### src/rtl/hazard_pkg.sv
// Shared types and constants for the pipeline hazard controller:
// forwarding select encoding, controller states and the bubble-count range.
package hazard_pkg;

    typedef enum logic [1:0] {
        FWD_RF  = 2'd0,
        FWD_MEM = 2'd1,
        FWD_WB  = 2'd2
    } fwd_sel_e;

    typedef enum logic {
        RUN       = 1'b0,
        LOAD_WAIT = 1'b1
    } hz_state_e;

    localparam int LOAD_LAT_MIN = 1;
    localparam int LOAD_LAT_MAX = 4;
    // Wide enough to hold LOAD_LAT_MAX - 1.
    localparam int BUB_CNT_W    = 3;

    function automatic logic load_lat_ok(input int lat);
        return (lat >= LOAD_LAT_MIN) && (lat <= LOAD_LAT_MAX);
    endfunction

endpackage

### src/rtl/hazard_fwd_sel.sv
// Per-operand forwarding select and load-use hit detection for one ID source.
module hazard_fwd_sel
    import hazard_pkg::*;
#(
    parameter int REG_AW = 5
) (
    input  logic [REG_AW-1:0] rs,
    input  logic              rs_used,
    input  logic [REG_AW-1:0] ex_rd,
    input  logic              ex_we,
    input  logic              ex_is_load,
    input  logic [REG_AW-1:0] mem_rd,
    input  logic              mem_we,
    input  logic              mem_is_load,
    input  logic [REG_AW-1:0] wb_rd,
    input  logic              wb_we,
    output fwd_sel_e          sel,
    output logic              ex_load_hit
);

    logic rs_live_s;
    logic ex_hit_s;
    logic mem_hit_s;
    logic wb_hit_s;

    // Stage match terms and forwarding priority; x0 never matches.
    always_comb begin
        rs_live_s   = rs_used && (rs != {REG_AW{1'b0}});
        ex_hit_s    = rs_live_s && ex_we  && (ex_rd  == rs);
        mem_hit_s   = rs_live_s && mem_we && (mem_rd == rs);
        wb_hit_s    = rs_live_s && wb_we  && (wb_rd  == rs);
        ex_load_hit = ex_hit_s && ex_is_load;
        sel         = FWD_RF;
        // A load in MEM has no data yet, so it falls through to WB.
        if (mem_hit_s && !mem_is_load) begin
            sel = FWD_MEM;
        end else if (wb_hit_s) begin
            sel = FWD_WB;
        end else begin
            sel = FWD_RF;
        end
    end

endmodule

### src/rtl/hazard_ctrl.sv
// Pipeline hazard controller: forwarding selects, load-use bubbles, redirect
// flushes, data-memory freeze and saturating stall/flush counters.
module hazard_ctrl
    import hazard_pkg::*;
#(
    parameter int REG_AW   = 5,
    parameter int LOAD_LAT = 1,
    parameter int PERF_W   = 16
) (
    input  logic              clk,
    input  logic              rst,
    input  logic [REG_AW-1:0] id_rs1,
    input  logic [REG_AW-1:0] id_rs2,
    input  logic              id_rs1_used,
    input  logic              id_rs2_used,
    input  logic [REG_AW-1:0] ex_rd,
    input  logic              ex_we,
    input  logic              ex_is_load,
    input  logic [REG_AW-1:0] mem_rd,
    input  logic              mem_we,
    input  logic              mem_is_load,
    input  logic [REG_AW-1:0] wb_rd,
    input  logic              wb_we,
    input  logic              id_redirect,
    input  logic              ex_redirect,
    input  logic              dmem_req,
    input  logic              dmem_ready,
    output logic [1:0]        fwd_a,
    output logic [1:0]        fwd_b,
    output logic              pc_stall,
    output logic              if_id_stall,
    output logic              if_id_flush,
    output logic              id_ex_stall,
    output logic              id_ex_flush,
    output logic              ex_mem_stall,
    output logic [PERF_W-1:0] stall_cycles,
    output logic [PERF_W-1:0] flush_events
);

    if (!load_lat_ok(LOAD_LAT)) begin : g_bad_load_lat
        $error("hazard_ctrl: LOAD_LAT out of range");
    end

    localparam logic [BUB_CNT_W-1:0] BUB_LOAD = BUB_CNT_W'(LOAD_LAT - 1);
    localparam logic [PERF_W-1:0]    PERF_MAX = {PERF_W{1'b1}};
    localparam logic [PERF_W-1:0]    PERF_ONE = {{(PERF_W-1){1'b0}}, 1'b1};

    hz_state_e            state_r;
    hz_state_e            state_nxt_s;
    logic [BUB_CNT_W-1:0] bub_cnt_r;
    logic [BUB_CNT_W-1:0] bub_cnt_nxt_s;
    fwd_sel_e             fwd_a_s;
    fwd_sel_e             fwd_b_s;
    logic                 lu_a_s;
    logic                 lu_b_s;
    logic                 lu_s;
    logic                 freeze_s;

    hazard_fwd_sel #(.REG_AW(REG_AW)) u_fwd_a (
        .rs          (id_rs1),
        .rs_used     (id_rs1_used),
        .ex_rd       (ex_rd),
        .ex_we       (ex_we),
        .ex_is_load  (ex_is_load),
        .mem_rd      (mem_rd),
        .mem_we      (mem_we),
        .mem_is_load (mem_is_load),
        .wb_rd       (wb_rd),
        .wb_we       (wb_we),
        .sel         (fwd_a_s),
        .ex_load_hit (lu_a_s)
    );

    hazard_fwd_sel #(.REG_AW(REG_AW)) u_fwd_b (
        .rs          (id_rs2),
        .rs_used     (id_rs2_used),
        .ex_rd       (ex_rd),
        .ex_we       (ex_we),
        .ex_is_load  (ex_is_load),
        .mem_rd      (mem_rd),
        .mem_we      (mem_we),
        .mem_is_load (mem_is_load),
        .wb_rd       (wb_rd),
        .wb_we       (wb_we),
        .sel         (fwd_b_s),
        .ex_load_hit (lu_b_s)
    );

    // Next-state and control outputs, in priority order freeze > ex_redirect > load-use > id_redirect.
    always_comb begin
        lu_s          = lu_a_s || lu_b_s;
        freeze_s      = dmem_req && !dmem_ready;
        state_nxt_s   = state_r;
        bub_cnt_nxt_s = bub_cnt_r;
        fwd_a         = 2'b00;
        fwd_b         = 2'b00;
        pc_stall      = 1'b0;
        if_id_stall   = 1'b0;
        if_id_flush   = 1'b0;
        id_ex_stall   = 1'b0;
        id_ex_flush   = 1'b0;
        ex_mem_stall  = 1'b0;
        if (rst) begin
            state_nxt_s   = RUN;
            bub_cnt_nxt_s = {BUB_CNT_W{1'b0}};
        end else begin
            fwd_a = fwd_a_s;
            fwd_b = fwd_b_s;
            if (freeze_s) begin
                pc_stall     = 1'b1;
                if_id_stall  = 1'b1;
                id_ex_stall  = 1'b1;
                ex_mem_stall = 1'b1;
            end else if (ex_redirect) begin
                if_id_flush   = 1'b1;
                id_ex_flush   = 1'b1;
                state_nxt_s   = RUN;
                bub_cnt_nxt_s = {BUB_CNT_W{1'b0}};
            end else if (state_r == LOAD_WAIT) begin
                // The dependent stays held in ID, so id_redirect is ignored here.
                pc_stall    = 1'b1;
                if_id_stall = 1'b1;
                id_ex_flush = 1'b1;
                if (bub_cnt_r <= {{(BUB_CNT_W-1){1'b0}}, 1'b1}) begin
                    state_nxt_s   = RUN;
                    bub_cnt_nxt_s = {BUB_CNT_W{1'b0}};
                end else begin
                    bub_cnt_nxt_s = bub_cnt_r - {{(BUB_CNT_W-1){1'b0}}, 1'b1};
                end
            end else if (lu_s) begin
                pc_stall    = 1'b1;
                if_id_stall = 1'b1;
                id_ex_flush = 1'b1;
                if (LOAD_LAT > 1) begin
                    state_nxt_s   = LOAD_WAIT;
                    bub_cnt_nxt_s = BUB_LOAD;
                end else begin
                    state_nxt_s = RUN;
                end
            end else if (id_redirect) begin
                if_id_flush = 1'b1;
            end else begin
                state_nxt_s = RUN;
            end
        end
    end

    // Controller state and remaining bubble count.
    always_ff @(posedge clk or posedge rst) begin
        if (rst) begin
            state_r   <= RUN;
            bub_cnt_r <= {BUB_CNT_W{1'b0}};
        end else begin
            state_r   <= state_nxt_s;
            bub_cnt_r <= bub_cnt_nxt_s;
        end
    end

    // Saturating performance counters for stall cycles and redirect flushes.
    always_ff @(posedge clk or posedge rst) begin
        if (rst) begin
            stall_cycles <= {PERF_W{1'b0}};
            flush_events <= {PERF_W{1'b0}};
        end else begin
            if (pc_stall && (stall_cycles != PERF_MAX)) begin
                stall_cycles <= stall_cycles + PERF_ONE;
            end else begin
                stall_cycles <= stall_cycles;
            end
            if (if_id_flush && (flush_events != PERF_MAX)) begin
                flush_events <= flush_events + PERF_ONE;
            end else begin
                flush_events <= flush_events;
            end
        end
    end

endmodule

### config.mk
export PLATFORM = sky130hd
export DESIGN_NAME = hazard_ctrl
export DESIGN_NICKNAME = d
export VERILOG_FILES = /design/src/rtl/hazard_pkg.sv /design/src/rtl/hazard_fwd_sel.sv /design/src/rtl/hazard_ctrl.sv
export SDC_FILE = /design/constraint.sdc
export NUM_CORES = 1
export LEC_CHECK = 0
export ABC_AREA = 1
export CAP_MARGIN = 0
export CORE_UTILIZATION = 52
export DETAILED_ROUTE_END_ITERATION = 8
export PLACE_DENSITY = 0.91
export SYNTH_ARGS = -nofsm -noshare
export SYNTH_HDL_FRONTEND = slang
export SYNTH_SLANG_ARGS = --single-unit
### constraint.sdc
create_clock -name clk -period 2.53 [get_ports clk]
set_input_delay 0.3795 -clock clk [delete_from_list [all_inputs] [get_ports clk]]
set_output_delay 0.3795 -clock clk [all_outputs]
set_load 0.02 [all_outputs]
# ---- Word-level counts from Yosys, hierarchy flattened
# Cells that the tools add are included.
dict set report word_totals {
  inputBits 38
  wordCells 77
  out_inout_bits 42
  regBits 36
}
dict set report op_classes {
  magnitude_cmp 1
  mux 32
  add_sub_neg 3
  n_eq_ne 9
  reduce_logical 28
}
# op count
set ops {}
lappend ops {{16-bit by 1-bit adder with 16-bit output, second input constant} 2}
lappend ops {{16-bit != test, second input constant} 2}
lappend ops {{5-bit equality test} 6}
lappend ops {{1-bit logical AND} 21}
lappend ops {{1-bit 2-to-1 mux} 21}
lappend ops {{3-bit 2-to-1 mux} 5}
lappend ops {{2-bit 2-to-1 mux} 6}
lappend ops {{5-bit nonzero test} 2}
lappend ops {{3-bit by 1-bit <= comparator with 1-bit output, second input constant} 1}
lappend ops {{3-bit nonzero test} 1}
lappend ops {{3-bit by 1-bit subtractor with 3-bit output, second input constant} 1}
lappend ops {{1-bit zero test} 2}
lappend ops {{2-bit != test, second input constant} 1}
lappend ops {{2-bit AND reduction} 1}
lappend ops {{1-bit logical OR} 1}

# ---- Logic depth before layout (Yosys ltp)
# Gate-level depths: netlist of the first run.
dict set report logic_depth {
  word_depth 12
  ltp_mapped 15
}

# ---- Cells and area by module
# From an unflattened synthesis of the first run, not the netlist that was laid out.
dict set report unflattened {
  hier_cells 496
  hier_area_um2 2959.1
}
# mod cells_per_inst area_each_um2 n_inst
set modules_own_cells {}
lappend modules_own_cells {hazard_ctrl 352 2351.0 1}
lappend modules_own_cells {hazard_fwd_sel 72 304.0 2}

# ---- Worst setup path before layout of the first run
# OpenSTA, ideal clock, no wires.
dict set report synth_path {
  kind {input-to-output}
  from {in rst}
  to {out pc_stall}
  path_buffers 3
  slack_ns 0.571
  stages 6
  arrival_time_ns 1.580
  required_ns 2.151
  cell_sequence {clkbuf_1 -> nor2_1 -> inv_1 -> nand2_4 -> buf_4 -> buf_4}
}
dict set report synth_via {
  elab_chain_cells 1
}
# item line_no
set synth_rtl {}
lappend synth_rtl {{from (decl)} hazard_ctrl.sv:11} ;# input logic rst,
lappend synth_rtl {{1-bit 2-to-1 mux} n/a}
lappend synth_rtl {{to (decl)} hazard_ctrl.sv:30} ;# output logic pc_stall,
# Every way passes these cells.

# ---- Worst setup path in the final report of the first run
dict set report layout_path {
  from {in dmem_req}
  to {out ex_mem_stall}
}
dict set report layout_via {
  elab_chain_cells 3
}
# item line_no
set layout_rtl {}
lappend layout_rtl {{from (decl)} hazard_ctrl.sv:26} ;# input logic dmem_req,
lappend layout_rtl {{1-bit logical AND} hazard_ctrl.sv:92} ;# freeze_s = dmem_req && !dmem_ready;
lappend layout_rtl {{1-bit 2-to-1 mux} hazard_ctrl.sv:109} ;# if (freeze_s) begin
lappend layout_rtl {{1-bit 2-to-1 mux} hazard_ctrl.sv:103} ;# if (rst) begin
lappend layout_rtl {{to (decl)} hazard_ctrl.sv:35} ;# output logic ex_mem_stall,
# Every way passes these cells.

==> PnR_summary.wiki, run 1 <==
{| class="wikitable"
! Metric !! Value
|-
| Layout overhead on the synthesized area || 34.7%
|-
| Max FO, Critical Path || 2
|-
| Worst hold path depth || 1
|-
| Classification of the worst-slack hold path || reg -> reg
|-
| Launching point of the worst reg2reg path || flush_events[1]
|-
| Synthesized Nets || 436
|-
| Final Worst Setup Slack || between 0.15 and 0.2 ns
|-
| Max-slew violation count || 0
|-
| Actual transition at the worst max-transition pin || between 0.4 and 0.5 ns
|-
| Fraction of layout instances using a drive strength above 1 || 9.15%
|-
| Worst reg2reg path endpoint || flush_events[1]
|-
| Routed length per placed instance || ~13 um
|-
| Setup violators final || 0
|-
| Highest ir drop seen on vdd || ~350 uV
|-
| Via total after detailed routing || slightly below 3,000
|-
| Cells after synthesis || a little under 400
|-
| FF-to-FF setup slack || about 0.46 ns
|-
| First-pass detailed-route iteration total || 4
|-
| Average size of a mapped cell || 7.11 sq um
|-
| Global-route wire length before repair || 11.8 mm
|-
| Number of buffers created by CTS || 5
|-
| Crit path kind || in -> out
|-
| Initial Utilization || 54.5%
|-
| Placement row count || 26
|-
| Leakage power || 1.84 nW
|-
| Fill count || between 400 and 500
|-
| Post-detailed-placement half-perimeter wirelength || 5.56 mm
|-
| Required time at the worst-slack endpoint || ~2.2 ns
|-
| Clock latency on the worst-skew pair || 0.29 ns
|-
| CP top delay family || buffers and inverters
|-
| Crit path DAT || 2.00 ns
|-
| Async SR Flop Fraction || 100%
|-
| DRC Markers || 0
|-
| Critical Path Sink Type || output pin
|-
| Worst-case reg-to-reg path depth || 9
|-
| Worst path bufs/invs || 5
|-
| Vias in the first global route || about 2,700
|-
| H-tree depth || 2
|-
| Root Buffer || clkbuf_8
|-
| Placeable core region || approximately 5000 sq um
|-
| DRC violation total after the first TritonRoute iteration || around 240
|-
| Startpoint type of the worst setup path || input pin
|-
| Cell with the largest stage delay on the worst path || clkdlybuf4s50_1
|-
| Total Routing Usage GR || a little over a quarter
|-
| Post-CTS Hold Fix Bufs || 0
|-
| Power density of the placed cells || 485 nW/um^2
|-
| Syn Std Cell Area || roughly 2800 sq um
|-
| Max Clock Skew || 0.00836 ns
|-
| Ys Warns || 0
|-
| Input/output buffers || between 70 and 80
|-
| Library cells used by synthesis || 34
|-
| Post-synthesis register bit count || 36
|-
| Clock period minus final worst setup slack || between 2 and 2.5 ns
|-
| Worst setup slack after placement || -0.289 ns
|-
| Io pins || 80
|-
| Routability-driven placement congestion ratio || 0.921
|-
| CP peak stage delay || 0.60 ns
|-
| Max-cap viol count || 0
|-
| Period Utilization, post-route || 94.1%
|-
| Pin count of the biggest net entering global routing || 37
|-
| Result of the run || completed
|-
| Post-Layout Cell Count || 551
|-
| Final-stage net count || roughly 520
|-
| Clock slew seen by the registers of the worst setup and hold paths || ~0.070 ns
|-
| Prevailing post-synth register cell || dfrtp_1
|-
| Final hold vios || 0
|-
| Number of enable flip-flop cells after synthesis || 0
|-
| Area used by multi-input combinational logic || between 1500 and 2000 sq um
|-
| Worst Hold Path EP || bub_cnt_r[2]
|-
| Number of instances in the placed design || around 540
|-
| Average vias per placed instance || about 5.3
|-
| Antenna Diode Count || 0
|-
| Area occupied by registers || about 900 sq um
|-
| Worst-path cell chain || clkdlybuf4s50_1, inv_1, nor2_1, inv_1, nor2_1, buf_4, clkdlybuf4s50_1
|-
| Normalized max-slew margin || between 60% and 70%
|-
| Clock tree from TritonCTS || yes
|-
| Source of the worst hold timing path || bub_cnt_r[2]
|-
| CTS Sinks || 36
|-
| Util after Layout || between 70% and 80%
|-
| Die Area || around 5700 sq um
|-
| Longest Clk Path Bufs || 2
|-
| Grt ovf || 0
|-
| Die Y-Extent || between 70 and 80 um
|-
| Horizontal extent of the die || about 75 um
|-
| Share of the yosys chip area belonging to registers || approximately a third
|-
| Number of antenna violations at the first check in global routing || 0
|-
| Remaining number of nets flagged by the antenna check after routing || 0
|-
| Maximum clock rate || around 0.42 GHz
|-
| Post-detailed-routing wire length || ~7.2 mm
|}
## routing by layer
metal,up-vias,GRT usage (%),part of all wire [%]
met5,-,0,0
met4,0,7.61,0.68
met3,6,5.16,5.1
met2,97,49.0,52
met1,1357,31.7,42
li1,1446,-,-
## worst max-delay path by stage
stage                    from  cells past startpoint  slack, ns           end
floorplan                 rst                      6       0.57      pc_stall
global placement    id_rs1[2]                      6      -0.32      fwd_a[1]
detailed placement  id_rs1[2]                      6      -0.29      fwd_a[1]
CTS                 id_rs1[0]                      6      0.005      fwd_a[1]
global route        id_rs2[3]                     13     -0.007   if_id_flush
finish               dmem_req                      7       0.15  ex_mem_stall
## cells by family (layout without fill, tap and decap cells)
group | Yosys count | count (layout) | share of synthesized area (%)
AO/OA/AOI/OAI | 22 | 22 | 4.87
XOR/XNOR | 41 | 41 | 12.8
adder cells (fa/ha/maj) | 4 | 4 | 1.79
buffers and inverters | 56 | 143 | 8.62
flip-flops | 36 | 36 | 32.2
AND/OR/NAND/NOR | 235 | 235 | 39.7
## layout make-up
cell class	count	share of cell area [%]
inverters	44	4.38
clock inverters	1	0.133
flip-flops and latches	36	23.9
repair buffers	92	23.2
multi-input cells	302	44.2
clock buffers	6	1.92
well taps	70	2.32
## cell usage after synthesis (4+ instances only)
cell	n	area share [%]
inv_1	42	5.6
o21ai_0	7	1.3
nor3_1	8	1.4
xor2_1	27	8.4
nand4_1	21	4.7
nor2_1	39	5.2
ha_1	4	1.8
nand3_1	31	5.5
nand3b_1	5	1.3
buf_2	4	0.71
nand2_1	113	15
a21oi_1	5	0.89
xnor2_1	14	4.4
dfrtp_1	36	32
## worst reg2reg max path, delay by kind of cell, from the launching register on
family        cells  cell delay (ns)
simple gates      8             1.37
flops             1             0.41
fa+ha+maj         1             0.23
## registers in the layout (all words and copies together) (netlist names)
register	cells
bub_cnt_r	3
flush_events	16
stall_cycles	16
state_r	1
## through the flow
step | TNS [ns] | total power (W) | hold WS (ns) | instance area, sq um
after floorplan | 0 | 0.00115 | 0.445 | 2800
after global placement | -1.62 | 0.00141 | 0.456 | 3700
after detailed placement | -1.66 | 0.00145 | 0.474 | 3700
after CTS | 0 | 0.00184 | 0.485 | 3770
after global routing | -0.00669 | 0.00195 | 0.547 | 3770
final | 0 | 0.00183 | 0.487 | 3770
## cells in the final DEF, fill, tap and decap left out, drive strengths merged, types with 7 or more instances in the layout
cell and n:
nand3 34, xnor2 14, nor3 8, clkdlybuf4s50 65, buf 14, dfrtp 36
nand4 22, clkbuf 11, inv 44, nand2 117, nor2 41, xor2 27
o21ai 7
## report_power, final
part	total, W	internal (W)	switching, W
Clock	0.000387	0.000187	0.000200
Combinational	0.000678	0.000315	0.000363
Sequential	0.000762	0.000658	0.000105
Total	0.00183	0.00116	0.000668
## repair_timing
item                       in CTS  in global routing
resized for setup              13                 20
pin swaps                       0                  0
setup endpoints to repair       8                  6
hold endpoints to repair        0                  0
buffers inserted                0                  0
(Power assumes the default switching activity.)
==> run 2, diff against run 1 <==
SETUP_SLACK_MARGIN = 0.5   (was not set)
==> run 2 against run 1 <==
Compared with the run above: clock power about the same; worst hold slack improved by 0.00080 ns; via count increased by 6.1%; register-to-register slack improved by 0.14 ns; die area unchanged; critical path type unchanged; largest power group unchanged.
==> PnR_summary.wiki, run 2 (synthesis results as in run 1) <==
{| class="wikitable"
! Metric !! Value
|-
| Area after DPL || approximately 3700 sq um
|-
| Fraction of layout instances using a drive strength above 1 || 17.0%
|-
| Routed length per placed instance || between 10 and 15 um
|-
| Remaining number of nets flagged by the antenna check after routing || 0
|-
| Worst path bufs/invs || 2
|-
| Via total after detailed routing || between 3,000 and 4,000
|-
| Startpoint type of the worst setup path || input pin
|-
| Area used by multi-input combinational logic || 1740 sq um
|-
| Result of the run || completed
|-
| Number of antenna violations at the first check in global routing || 0
|-
| Area occupied by registers || roughly 900 sq um
|-
| Crit path kind || in -> out
|-
| Final hold vios || 0
|-
| Clock period minus final worst setup slack || 2.07 ns
|-
| Critical Path Sink Type || output pin
|-
| Launching point of the worst reg2reg path || flush_events[0]
|-
| Root Buffer || clkbuf_8
|-
| Normalized max-slew margin || between 60% and 70%
|-
| Layout overhead on the synthesized area || 40.3%
|-
| Clock latency on the worst-skew pair || between 0.2 and 0.3 ns
|-
| Placement row count || 26
|-
| Maximum clock rate || 0.484 GHz
|-
| Max-slew violation count || 0
|-
| Highest ir drop seen on vdd || between 300 and 400 uV
|-
| Total Routing Usage GR || between 20% and 30%
|-
| DRC violation total after the first TritonRoute iteration || approximately 280
|-
| CTS Sinks || 36
|-
| Placeable core region || 5140 sq um
|-
| Source of the worst hold timing path || bub_cnt_r[2]
|-
| Most frequent standard cell in the layout excluding fill and tap cells || nand2_1
|-
| Classification of the worst-slack hold path || reg -> reg
|-
| Critical path launch point || id_rs1[2]
|-
| Longest Clk Path Bufs || 2
|-
| Worst-path cell chain || clkdlybuf4s15_2, or2_2, a22oi_1, nand4_1, a211oi_2, buf_4
|-
| FF-to-FF setup slack || roughly 0.6 ns
|-
| Final Worst Setup Slack || approximately 0.46 ns
|-
| Leading cell types in the layout, fill and taps excluded || nand2_1, clkdlybuf4s50_1, inv_1
|-
| Cell area after layout || slightly below 4000 sq um
|-
| Final-stage net count || roughly 540
|-
| Horizontal extent of the die || roughly 75 um
|-
| Max Clock Skew || roughly 0.0074 ns
|-
| CP peak stage delay || 0.31 ns
|-
| Biggest regs || flush_events: 16 flops, stall_cycles: 16 flops, bub_cnt_r: 3 flops
|-
| Cell with the largest stage delay on the worst path || or2_2
|-
| Post-detailed-placement half-perimeter wirelength || ~5.6 mm
|-
| Period Utilization, post-route || about four fifths
|-
| Setup violators final || 0
|-
| Post-detailed-routing wire length || roughly 8 mm
|-
| Fill count || between 400 and 500
|-
| Number of buffers created by CTS || 5
|-
| Max-cap viol count || 0
|-
| First-pass detailed-route iteration total || 5
|-
| Io pins || 80
|-
| Die Y-Extent || 75.4 um
|-
| Leakage power || between 1.5 and 2 nW
|-
| Average vias per placed instance || around 5.5
|-
| Util after Layout || roughly 76%
|-
| CP top delay family || simple AND/OR/NAND/NOR gates
|-
| Required time at the worst-slack endpoint || approximately 2.2 ns
|-
| Antenna Diode Count || 0
|-
| Crit path DAT || ~1.7 ns
|-
| Routability-driven placement congestion ratio || between 0.9 and 1
|-
| Clock slew seen by the registers of the worst setup and hold paths || about 0.07 ns
|-
| Actual transition at the worst max-transition pin || between 0.5 and 0.6 ns
|-
| Initial Utilization || 54.5%
|-
| Power density of the placed cells || around 480 nW/um^2
|-
| Setup repair after global routing missed its margin || true
|-
| Pin count of the biggest net entering global routing || 37
|-
| Global-route wire length before repair || 11.9 mm
|-
| DRC Markers || 0
|-
| H-tree depth || 2
|-
| Clock tree from TritonCTS || yes
|-
| Input/output buffers || 79
|-
| Worst setup slack after placement || -0.289 ns
|-
| Die Area || 5680 sq um
|-
| Max FO, Critical Path || 5
|-
| Grt ovf || 0
|-
| Vias in the first global route || approximately 2,700
|}
-- run 2: changes by cell type in the layout (fill, tap and decap cells not counted), moves of 3 or more --
cell and change:
buf_4 +14, nand2_1 -4, buf_6 +4, nand2_2 +3, nor2_2 +5, clkdlybuf4s50_1 -23, clkdlybuf4s15_2 +6, dlygate4sd2_1 +13
dlymetal6s2s_1 -4, nor2_1 -5
-- run 2: worst paths after layout --
kind / cells past startpoint / endpoint
max reg2reg: 11 / flush_events[11]
max in group asynchronous: 4 / stall_cycles[6]
min: 1 / bub_cnt_r[2]
min in group asynchronous: 4 / stall_cycles[9]
min reg2reg: 1 / bub_cnt_r[2]
max: 6 / fwd_a[1]
-- run 2: metal layers --
| layer | track usage [%] | vias to the layer above | share of wire [%] | routed length [um] |
|---|---|---|---|---|
| li1 | - | 1478 | - | - |
| met1 | 31.6 | 1465 | 41 | 3240 |
| met2 | 50.1 | 128 | 53 | 4270 |
| met3 | 5.16 | 12 | 5.3 | 424 |
| met4 | 7.61 | 0 | 0.92 | 74 |
| met5 | 0 | - | 0 | 0 |
-- run 2: stage by stage --
step	setup TNS [ns]	hold WS (ns)	power (W)	std cells
after floorplan	0	0.445	0.00115	394
after global placement	-1.62	0.456	0.00141	544
after detailed placement	-1.66	0.474	0.00145	544
after CTS	0	0.485	0.00184	553
after global routing	0	0.547	0.00198	564
final	0	0.488	0.00187	564
-- run 2: area by class of cell --
class / count / share of cell area (%)
multi-input combinational: 303 / 44.3
timing repair buffer: 104 / 24.4
sequential: 36 / 22.9
inverter: 44 / 4.20
tap: 70 / 2.23
clock buffer: 6 / 1.85
clock inverter: 1 / 0.127
-- run 2: where the power goes --
group / internal [W] / total, W / switching, W / leakage [nW]
Sequential: 0.000658 / 0.000759 / 0.000101 / 0.490
Clock: 0.000187 / 0.000389 / 0.000202 / 0.0410
Combinational: 0.000333 / 0.000725 / 0.000392 / 1.40
-- run 2: what timing repair did --
action / 4_1_cts / 5_1_grt
setup endpoints to repair: 38 / 39
buffers inserted: 2 / 10
resized for setup: 99 / 22
hold buffers: 0 / 0
gates cloned: 0 / 1
pin swaps: 12 / 19
==> run 3, diff against run 2 <==
CORE_UTILIZATION = 48   (was 52)
PLACE_DENSITY = 0.85   (was 0.91)
clock period = 2.1 ns   (was 2.53 ns; I/O delays follow)
==> run 3 against run 2 <==
Compared with the run above: design area is 19% higher; combinational power is 63% higher; non-clock buffer count is 36 higher; count of clock-buffer cells in the layout stayed put; cell count is 7.1% higher; flip-flop and latch count stayed put; power is 41% higher; largest cell class unchanged.
==> PnR_summary.wiki, run 3 (synthesis results as in run 1) <==
{| class="wikitable"
! Metric !! Value
|-
| Result of the run || completed
|-
| Setup violators final || 0
|-
| Pin count of the biggest net entering global routing || 37
|-
| Max FO, Critical Path || 8
|-
| Required time at the worst-slack endpoint || approximately 2.3 ns
|-
| Initial Utilization || 50.2%
|-
| CTS Sinks || 36
|-
| Post-CTS Hold Fix Bufs || 0
|-
| Routability-driven placement congestion ratio || between 0.9 and 1
|-
| Root Buffer || clkbuf_8
|-
| Horizontal extent of the die || approximately 78 um
|-
| Via total after detailed routing || ~3,500
|-
| Io pins || 80
|-
| Maximum clock rate || roughly 0.55 GHz
|-
| Number of buffers created by CTS || 5
|-
| Leakage power || between 2 and 2.5 nW
|-
| Final-stage net count || roughly 570
|-
| Total Routing Usage GR || 34.1%
|-
| Highest ir drop seen on vdd || 540 uV
|-
| Max-cap viol count || 0
|-
| Grt ovf || 0
|-
| Leading cell types in the layout, fill and taps excluded || nand2_1, buf_4, nand2_2
|-
| Normalized max-slew margin || between 50% and 60%
|-
| Max-slew violation count || 0
|-
| Power density of the placed cells || ~560 nW/um^2
|-
| DRC violation total after the first TritonRoute iteration || roughly 260
|-
| Die Area || 6140 sq um
|-
| Post-detailed-placement half-perimeter wirelength || slightly above 6 mm
|-
| Critical Path Sink Type || flop
|-
| Global-route wire length before repair || ~16 mm
|-
| Vias in the first global route || 3,333
|-
| Area occupied by registers || just over 900 sq um
|-
| Post-detailed-routing wire length || 10.8 mm
|-
| Average vias per placed instance || about 5.7
|-
| Input/output buffers || between 70 and 80
|-
| Placeable core region || 5570 sq um
|-
| Layout overhead on the synthesized area || 66.6%
|-
| Period Utilization, post-route || between 80% and 90%
|-
| H-tree depth || 2
|-
| Final hold vios || 0
|-
| Longest Clk Path Bufs || 2
|-
| Number of instances in the placed design || 560
|-
| Setup repair after global routing missed its margin || true
|-
| Biggest regs || flush_events: 16 flops, stall_cycles: 16 flops, bub_cnt_r: 3 flops
|-
| Fraction of layout instances using a drive strength above 1 || a little over two fifths
|-
| Antenna Diode Count || 0
|-
| Fill count || roughly 340
|-
| Max Clock Skew || 0.00340 ns
|-
| Actual transition at the worst max-transition pin || about 0.62 ns
|-
| FF-to-FF setup slack || 0.29 ns
|-
| Post-Layout Cell Count || 604
|-
| Startpoint type of the worst setup path || flop
|-
| Clock latency on the worst-skew pair || around 0.29 ns
|-
| Number of antenna violations at the first check in global routing || 0
|-
| First-pass detailed-route iteration total || 5
|-
| Crit path DAT || around 2 ns
|-
| Classification of the worst-slack hold path || in -> async
|-
| Die Y-Extent || 78.4 um
|-
| Area used by multi-input combinational logic || ~2200 sq um
|-
| Clock slew seen by the registers of the worst setup and hold paths || approximately 0.07 ns
|-
| Remaining number of nets flagged by the antenna check after routing || 0
|-
| Crit path kind || reg -> reg
|-
| Routed length per placed instance || ~18 um
|-
| Summed negative setup slack over all endpoints || 0 ns
|-
| Clock tree from TritonCTS || yes
|-
| Placement row count || 27
|-
| Clock period minus final worst setup slack || 1.81 ns
|-
| DRC Markers || 0
|-
| Most frequent standard cell in the layout excluding fill and tap cells || nand2_1
|}
-- run 3: cell count changes in the layout (fill, tap and decap cells not counted), moves of 6 or more --
cell	delta
buf_2	+15
dlygate4sd2_1	+21
dfrtp_2	+14
dfrtp_1	-14
buf_4	+21
nand2_2	+35
inv_1	-6
clkdlybuf4s50_1	-38
nand3_2	+6
buf_6	+20
nand2_4	+10
nand2_1	-44
nand3_1	-9
nor2_4	+6
-- run 3: per-stage QoR --
step	hold slack (ns)	utilization [%]	setup slack, ns	total power [W]	instance area (sq um)
after floorplan	0.445	-	0.407	0.00146	2920
after global placement	0.455	70.4	-0.495	0.00180	3920
after detailed placement	0.469	70.4	-0.585	0.00187	3920
after CTS	0.453	79.5	0.313	0.00246	4430
after global routing	0.490	83.7	0.183	0.00274	4660
final	0.460	83.7	0.295	0.00263	4660
-- run 3: final cells by class --
type	count	share of cell area, %
inverter	44	3.59
multi-input combinational	305	46.6
clock inverter	1	0.107
sequential	36	19.7
timing repair buffer	140	26.5
tap	72	1.93
clock buffer	6	1.56
-- run 3: repair_timing --
action / in CTS / in global routing
setup buffers: 26 / 7
gates cloned: 4 / 0
pin swaps: 58 / 31
resized for setup: 292 / 57
endpoints found under the setup margin: 78 / 47
-- run 3: critical path: stages (launching register included) --
cell     delay (ns)
dfrtp_2        0.41
ha_4           0.16
nand3_4        0.09
nor3b_4        0.29
nand3_2        0.16
nor2_4         0.16
nand2_4        0.13
nand2_2        0.11
nor2_2         0.04
nand4_1        0.08
nand2_1        0.06
-- run 3: final timing paths --
| path | from | to | depth (start not counted) |
|---|---|---|---|
| worst max-delay path | flush_events[1] | flush_events[11] | 10 |
| worst min-delay path | rst | stall_cycles[1] | 4 |
| worst max register to register | flush_events[1] | flush_events[11] | 10 |
| worst min register to register | bub_cnt_r[2] | bub_cnt_r[2] | 1 |
| max in group asynchronous | rst | stall_cycles[7] | 4 |
| min in group clk | bub_cnt_r[2] | bub_cnt_r[2] | 1 |
-- run 3: layer usage --
metal  vias to the layer above  wire (um)  GRT usage (%)
li1                       1555          -              -
met1                      1629       3910           39.4
met2                       217       5640           62.6
met3                        57        732           4.77
met4                         0        522           13.7
met5                         -          0              0
-- run 3: where the power goes --
| part | internal [W] | switching (W) |
|---|---|---|
| clock network | 0.000226 | 0.000259 |
| logic | 0.000536 | 0.000645 |
| registers | 0.000805 | 0.000163 |
| total | 0.00157 | 0.00107 |
